`src/rtl/lagarto_fp_mult_arbiter.sv`:
```
`default_nettype none
// =============================================================================
// lagarto_fp_mult_arbiter - round-robin sharing of one pipelined mantissa
// multiplier with tag-tracked response routing. Option: LAGARTO_FP_MULT_ARB_PRIO_EN
// Rev 1.0
// =============================================================================
module lagarto_fp_mult_arbiter #(
  parameter int MANTISSA = 53,
  parameter int NREQ     = 3,
  parameter int MUL_LAT  = 1
) (
  input  logic                     clk_i,
  input  logic                     rst_i,
  input  logic                     flush_i,
  input  logic                     lock_i,
  input  logic [NREQ-1:0]          req_valid_i,
`ifdef LAGARTO_FP_MULT_ARB_PRIO_EN
  input  logic [NREQ-1:0]          req_prio_i,
`endif
  input  logic [NREQ*MANTISSA-1:0] req_src1_i,
  input  logic [NREQ*MANTISSA-1:0] req_src2_i,
  output logic [NREQ-1:0]          req_ready_o,
  output logic                     mul_valid_o,
  output logic [MANTISSA-1:0]      mul_src1_o,
  output logic [MANTISSA-1:0]      mul_src2_o,
  output logic                     mul_lock_o,
  output logic                     mul_flush_o,
  input  logic                     mul_result_valid_i,
  input  logic [2*MANTISSA-1:0]    mul_result_data_i,
  output logic [NREQ-1:0]          rsp_valid_o,
  output logic [2*MANTISSA-1:0]    rsp_data_o,
  output logic                     err_o
);

  localparam int             IDW      = (NREQ > 1) ? $clog2(NREQ) : 1;
  localparam logic [IDW-1:0] LAST_RST = IDW'(NREQ - 1);
  localparam logic [IDW:0]   NREQ_W   = (IDW + 1)'(NREQ);

  logic [NREQ-1:0]              cand;
  logic [NREQ-1:0]              grant;
  logic [IDW-1:0]               grant_idx;
  logic                         found;
  logic [IDW:0]                 scan;
  logic [IDW-1:0]               last_q, last_d;
  logic [MUL_LAT-1:0]           tag_vld_q, tag_vld_d;
  logic [MUL_LAT-1:0][IDW-1:0]  tag_id_q, tag_id_d;
  logic                         err_q, err_d;
  logic                         tail_vld;
  logic [IDW-1:0]               tail_id;
  logic [NREQ-1:0]              rsp_valid;

  // Priority requesters, when any are valid, mask out the rest before the scan.
`ifdef LAGARTO_FP_MULT_ARB_PRIO_EN
  assign cand = (|(req_valid_i & req_prio_i)) ? (req_valid_i & req_prio_i) : req_valid_i;
`else
  assign cand = req_valid_i;
`endif

  always_comb begin
    grant     = '0;
    grant_idx = '0;
    found     = 1'b0;
    scan      = '0;
    if (!rst_i && !lock_i && !flush_i) begin
      for (int i = 1; i <= NREQ; i++) begin
        scan = {1'b0, last_q} + (IDW + 1)'(i);
        if (scan >= NREQ_W) begin
          scan = scan - NREQ_W;
        end
        if (!found && cand[scan[IDW-1:0]]) begin
          found                  = 1'b1;
          grant_idx              = scan[IDW-1:0];
          grant[scan[IDW-1:0]]   = 1'b1;
        end
      end
    end
  end

  assign last_d = found ? grant_idx : last_q;

  always_comb begin
    mul_src1_o = '0;
    mul_src2_o = '0;
    for (int k = 0; k < NREQ; k++) begin
      if (grant[k]) begin
        mul_src1_o = req_src1_i[k*MANTISSA +: MANTISSA];
        mul_src2_o = req_src2_i[k*MANTISSA +: MANTISSA];
      end
    end
  end

  // Flush wins over lock so a stalled pipeline can still be emptied.
  always_comb begin
    tag_vld_d = tag_vld_q;
    tag_id_d  = tag_id_q;
    if (flush_i) begin
      tag_vld_d = '0;
    end else if (!lock_i) begin
      tag_vld_d[0] = found;
      tag_id_d[0]  = grant_idx;
      for (int s = 1; s < MUL_LAT; s++) begin
        tag_vld_d[s] = tag_vld_q[s-1];
        tag_id_d[s]  = tag_id_q[s-1];
      end
    end
  end

  assign tail_vld = tag_vld_q[MUL_LAT-1];
  assign tail_id  = tag_id_q[MUL_LAT-1];

  always_comb begin
    rsp_valid = '0;
    for (int k = 0; k < NREQ; k++) begin
      rsp_valid[k] = !rst_i && tail_vld && mul_result_valid_i && (tail_id == IDW'(k));
    end
  end

  assign err_d = err_q | (!lock_i && !flush_i && (tail_vld != mul_result_valid_i));

  always_ff @(posedge clk_i or posedge rst_i) begin
    if (rst_i) begin
      last_q    <= LAST_RST;
      tag_vld_q <= '0;
      tag_id_q  <= '0;
      err_q     <= 1'b0;
    end else begin
      last_q    <= last_d;
      tag_vld_q <= tag_vld_d;
      tag_id_q  <= tag_id_d;
      err_q     <= err_d;
    end
  end

  assign req_ready_o = grant;
  assign mul_valid_o = found;
  assign mul_lock_o  = lock_i & ~rst_i;
  assign mul_flush_o = flush_i & ~rst_i;
  assign rsp_valid_o = rsp_valid;
  assign rsp_data_o  = (|rsp_valid) ? mul_result_data_i : '0;
  assign err_o       = err_q;

endmodule
`default_nettype wire

```
`config.mk`:
```
export PLATFORM = sky130hd
export DESIGN_NAME = lagarto_fp_mult_arbiter
export DESIGN_NICKNAME = d
export VERILOG_FILES = /design/src/rtl/lagarto_fp_mult_arbiter.sv
export SDC_FILE = /design/constraint.sdc
export NUM_CORES = 1
export LEC_CHECK = 0
export CAP_MARGIN = 20
export CORE_AREA = 5 5 252 254
export DETAILED_ROUTE_END_ITERATION = 10
export DIE_AREA = 0 0 257 259
export HOLD_SLACK_MARGIN = 0.08
export PLACE_DENSITY = 0.32
export SYNTH_ARGS = -nofsm -noshare
export SYNTH_HDL_FRONTEND = slang
export SYNTH_SLANG_ARGS = --single-unit
```
`constraint.sdc`:
```
create_clock -name clk_i -period 4.3 [get_ports clk_i]
set_input_delay 0.86 -clock clk_i [delete_from_list [all_inputs] [get_ports clk_i]]
set_output_delay 0.86 -clock clk_i [all_outputs]
set_load 0.1 [all_outputs]
```
### Yosys cells after proc, flatten, opt, wreduce, memory -nomap -nowiden

Index checks and enable logic that the tools add are counted.

* flip-flop bits (word level): 6
* input bits: 432
* output and inout port bits: 222
* word-level logic and storage cells: 96

* add/sub/neg operators: 6
* order comparisons: 9
* equal/unequal tests: 4
* multiplexer cells: 43
* bitwise operators: 8
* reduce and logical (&&, ||, !) cells: 22

Operators by type and width (count)
* 53-bit two-way mux: 6
* 106-bit two-way mux: 1
* 2-bit two-way mux: 10
* 3-bit two-way mux: 6
* 1-bit logical AND: 14
* 1-bit two-way mux: 14
* 3-bit by 2-bit >= comparator with 1-bit output, second input constant: 3
* 2-bit by 3-bit < comparator with 1-bit output, second input constant: 3
* 2-bit by 2-bit adder with 3-bit output, second input constant: 2
* 1-bit binary-select mux with 2-bit select: 3
* 1-bit demux with 2-bit select: 3
* 2-bit by 1-bit >= comparator with 1-bit output, second input constant: 3
* 3-bit bitwise OR: 2
* 2-bit subtractor, second input constant: 3
* 1-bit zero test: 5
* 2-bit by 1-bit adder with 3-bit output, second input constant: 1
* 1-bit inverter: 3
* 3-bit OR reduction: 1
* 1-bit bitwise AND: 2
* 2-bit by 1-bit equality test with 1-bit output, second input constant: 1
* 2-bit equality test, second input constant: 1
* 2-bit zero test: 1
* 2-bit != test, second input constant: 1
* 2-bit AND reduction: 1
* other kinds (2): 2

### Logic depth before layout (Yosys ltp)

* depth after elaboration: 19
* mapped depth: 12
* mapped depth without buffers: 8

### Worst setup path before layout

No wires, ideal clock.

* path kind: reg-to-output
* from: reg last_q[1]
* to: out mul_src1_o[12]
* arrival: 4.685 ns
* required time: 3.440 ns
* path slack: -1.245 ns
* stages on the path, launching flop included: 12
* path buffers: 4
* cell sequence: dfstp_2 > inv_1 > ha_1 > buf_2 > o2bb2ai_1 > a211o_1 > a31oi_1 > and3b_1 > buf_6 > buf_6 > buf_6 > a221o_1

* longest elaborated chain between the ends: 19
* elaborated cells on any way between the ends: 55
* those cells by class: add/sub: 6; order compare: 9; mux: 31; bitwise: 2; reduce/logical: 7

RTL lines
* from (decl): line 44 `logic [IDW-1:0] last_q, last_d;`
* from (signal assigned): line 127 `last_q <= last_d;`
* 2-bit by 1-bit adder with 3-bit output: line 66 `scan = {1'b0, last_q} + (IDW + 1)'(i);`
* 3-bit by 2-bit >= comparator with 1-bit output or 2-bit subtractor (tied branches): line 67, 68
* 2-bit two-way mux: line 67 `if (scan >= NREQ_W) begin`
* 2-bit two-way mux: line 64 `if (!rst_i && !lock_i && !flush_i) begin`
* 2-bit by 3-bit < comparator with 1-bit output (implied by the code) (tied with other cells): line 73 `grant[scan[IDW-1:0]] = 1'b1;`
* 1-bit logical AND (implied by the code) or 1-bit two-way mux (tied branches): line 73, 70
* 1-bit two-way mux, on equally long branches: line 73, 70
* 1-bit demux with 2-bit select or 1-bit two-way mux (tied branches): line 73, 64
* [... 2 more ...]
* 3-bit bitwise OR (no source line) or 1-bit two-way mux (tied branches)
* 3-bit two-way mux or 1-bit two-way mux (tied branches): line 70, 64
* 3-bit two-way mux or 1-bit zero test (tied branches): line 64, 70
* 3-bit bitwise OR (no source line) or 1-bit logical AND (tied branches)
* 3-bit two-way mux (*): line 70 `if (!found && cand[scan[IDW-1:0]]) begin`
* 3-bit two-way mux (*): line 64
* named net req_ready_o[0]: line 22 `output logic [NREQ-1:0] req_ready_o,`
* 53-bit two-way mux (*) (3 in series): line 85 `if (grant[k]) begin`
* to (decl): line 24 `output logic [MANTISSA-1:0] mul_src1_o,`

The timed path passes the listed nets; every way through them passes the cells marked *. The select of a mux whose other input is x is not followed.

### Worst setup path in the final report

* from: reg last_q[1]
* to: out mul_src1_o[10]

* longest elaborated chain between the ends: 19
* elaborated cells on any way between the ends: 55
* those cells by class: add/sub: 6; order compare: 9; mux: 31; bitwise: 2; reduce/logical: 7

RTL lines (line)
* 2-bit by 1-bit adder with 3-bit output: 66
* 3-bit by 2-bit >= comparator with 1-bit output or 2-bit subtractor (tied branches): 67, 68
* 2-bit two-way mux: 67
* 2-bit two-way mux: 64
* 2-bit by 3-bit < comparator with 1-bit output (implied by the code) (tied with other cells): 73
* 1-bit logical AND (implied by the code) or 1-bit two-way mux (tied branches): 73, 70
* 1-bit two-way mux, on equally long branches: 73, 70
* 1-bit demux with 2-bit select or 1-bit two-way mux (tied branches): 73, 64
* [... 2 more ...]
* 3-bit bitwise OR (no source line) or 1-bit two-way mux (tied branches)
* 3-bit two-way mux or 1-bit two-way mux (tied branches): 70, 64
* 3-bit two-way mux or 1-bit zero test (tied branches): 64, 70
* 3-bit bitwise OR (no source line) or 1-bit logical AND (tied branches)
* 3-bit two-way mux (*): 70
* 3-bit two-way mux (*): 64
* 53-bit two-way mux (2 in series): 85
* 53-bit two-way mux (*): 85

Mark *: on every way between the ends. The rest lies on a longest branch, timed or not. The select of a mux whose other input is x is not followed.

==> results.json <==
{
  "num_vias": 6277,
  "synth.area.mux_share": 0.01334,
  "p_leak_nw": 5.170,
  "clkLatencyLatePin_ns": 0.23,
  "ys_warn_count": 0,
  "track_usage": 0.1153,
  "clockBufferDepth": 2,
  "setup_violations": 0,
  "ys_types": 35,
  "layout-drive-gt1-share": 0.3551,
  "core_area_um2": 61030,
  "cap_violations": 0,
  "die_h_um": 259,
  "finalSetupTns_ns": 0,
  "antenna_found_initial": 15,
  "globalRouteOverflowTotal": 0,
  "hold_violations": 0,
  "path_cells": "inv_1, ha_1, buf_4, mux2i_1, o2bb2ai_1, a211o_1, a31oi_4, and3b_4, buf_12, a221o_2, buf_12",
  "relSlewSlack": 0.3362,
  "status": "completed",
  "syn_nets": 885,
  "min_path_type": "flip-flop to flip-flop",
  "synth_top_area_frac": 0.4060,
  "final_cell_count_no_fill": 1895,
  "endpoint_kind": "output port",
  "crit_required_ns": 3.44,
  "rows": 91,
  "pre_cts_ws_ns": -0.09063,
  "synthXorXnorAreaFrac": 0.005337,
  "start_kind": "flip-flop",
  "cts_buffers": 3,
  "ant_nets": 0,
  "synth-seq-cells": 6,
  "io_buffers": 653,
  "grt_max_degree": 68,
  "yosys-top-cells-area": "and2_1 41%, a221o_1 33%, dfrtp_1 3.8%, clkbuf_1 3.1%, buf_6 2.4%",
  "worstPathArrival_ns": 3.26,
  "wl_um": 41710,
  "io_pins": 654,
  "powerDensity_nw_per_um2": 291.8,
  "period_share": 0.9572,
  "drt-initial-drc-count": 253,
  "finClkSkew_ns": 0.001665,
  "cp_common_cell": "buf_12",
  "wl_per_cell_um": 22.01,
  "numClockSinks": 6,
  "root_buffer": "clkbuf_16",
  "yosysTopAreaCell": "and2_1",
  "vdd_drop_max_mv": 0.1766,
  "worst_pin_slew_ns": 0.9926,
  "max_freq_mhz": 243.0,
  "dieArea_um2": 66560,
  "vias_per_cell": 3.312,
  "fin_hold_ws_ns": 0.4643,
  "synth-simple-area-share": 0.4544,
  "drv_slew": 0,
  "utilization": 0.2209,
  "syn-instance-count": 447,
  "area_delta_synth_final_pct": 310.8,
  "nets": 1540,
  "synth_top_family_by_area": "simple AND/OR/NAND/NOR gates",
  "cts_tree": "yes",
  "fillers": 6570,
  "place_inst": 1884,
  "clkTransAtPathRegs_ns": 0.04,
  "rsz0062_at_grt": "no",
  "grt_pass1_wl_um": 55700,
  "critPathSlowestCell": "dfstp_2",
  "drtPass1Iterations": 4,
  "die_x_um": 257,
  "worst_slack_ns": 0.1842,
  "drc": 0,
  "slowest_delay_ns": 0.54,
  "crit_path_max_fanout": 44,
  "first_global_vias": 6962,
  "finalCriticalPeriod_ns": 4.116,
  "synth_fa_ha_area_frac": 0.02287,
  "syn_area_um2": 3282,
  "htreeDepth": 1,
  "gp_congestion": 0.8820,
  "synth_area_per_cell_um2": 7.342,
  "initial_core_util": 0.05378,
  "ys_seq_area_frac": 0.04613,
  "worstSetupPathType": "flip-flop to output port",
  "hpwl_um": 37890,
  "synth_compound_area_frac": 0.3732
}
## cell type report
type                    count  area, um2  share of cell area
clock buffers               4      78.83            0.005847
well taps                 790      988.4             0.07332
multi-input cells         385       3067              0.2275
inverters                   9      33.78            0.002506
repair buffers            697       9153              0.6789
diodes                      4      10.01           0.0007425
flip-flops and latches      6      151.4             0.01123
## Yosys cell counts
master and number:
dfrtp_1 5, and2_1 213, nor3_1 3, mux2i_1 1, or2_2 1, nor3b_1 3, a211o_1 1, o32ai_2 1
o21a_1 1, nor3_2 1, o2bb2ai_1 1, nand3b_1 1, xor2_1 2, a211oi_1 1, mux2_2 3, a31oi_1 1
nand3_1 1, ha_1 6, buf_6 7, a221o_1 107, o221ai_1 1, nand2_1 9, nor2b_1 5, dfstp_2 1
buf_1 1, a41oi_1 1, and3b_1 1, a21o_1 2, inv_1 9, nor2_1 5, buf_2 12, o21ai_0 7
a21oi_1 5, clkbuf_1 27, o22ai_1 1
## sequential cells by signal, indices dropped and copies added (netlist names)
register and cells:
tag_id_q 2, tag_vld_q 1, last_q 2, err_o 1
## cells in the final DEF (no fill, tap or decap), types with 5 or more instances in the layout
cell               n
nor2_1             5
dfrtp_1            5
buf_12           226
and2_1           211
inv_1              9
nand2_1            8
clkdlybuf4s50_1  429
buf_4             38
ha_1               6
a221o_2          106
o21ai_0            6
## power breakdown
part	internal (W)	leakage, nW	switching, W	total, W
Sequential	0.0000761	0.0723	0.0000197	0.0000959
Clock	0.000123	0.0382	0.0000320	0.000155
Combinational	0.00150	5.06	0.00219	0.00368
Total	0.00169	5.17	0.00224	0.00393
## logic make-up (layout without fill, tap and decap cells)
group,Yosys count,in the layout
mux,4,4
flops,6,6
other cells,0,4
compound gates,130,130
buf+inv,56,710
xor+xnor,2,2
simple gates,243,243
fa+ha+maj,6,6
## through the flow
stage | cell area [um2] | power [W]
after detailed placement | 13320 | 0.003778
after floorplan | 3431 | 0.002132
after CTS | 13430 | 0.003950
after global routing | 13480 | 0.004079
after global placement | 13320 | 0.003786
final | 13480 | 0.003934
## what timing repair did
action | 4_1_cts | 5_1_grt
endpoints found under the setup margin | 74 | 80
setup buffers | 3 | 0
gates resized for setup | 2 | 11
pin swaps | 1 | 2
hold buffers | 0 | 0
## worst max-delay path: cells and delay by family (launching register included)
family | cells | cell delay [ns]
simple gates | 1 | 0.30
mux | 1 | 0.21
fa+ha+maj | 1 | 0.32
compound gates | 4 | 0.84
flops | 1 | 0.54
buf+inv | 4 | 0.74
## final timing paths
kind                           start        endpoint  slack, ns  cells after the start
setup / recovery           last_q[1]  mul_src1_o[10]       0.18                     11
max in group asynchronous      rst_i       last_q[1]       3.05                      3
hold / removal                 err_o           err_o       0.46                      1
setup reg to reg           last_q[1]       last_q[1]       1.94                      7
min in group asynchronous      rst_i       tag_vld_q       1.05                      3
hold reg to reg                err_o           err_o       0.46                      1
## metal layers
metal	vias to the layer above	GRT usage	routed length (um)
met1	2860	0.1169	14270
li1	2970	-	-
met4	20	0.02490	949
met2	377	0.2150	21880
met5	-	0	134
met3	50	0.05534	4475
No activity file was read; power rests on OpenSTA's default activity.
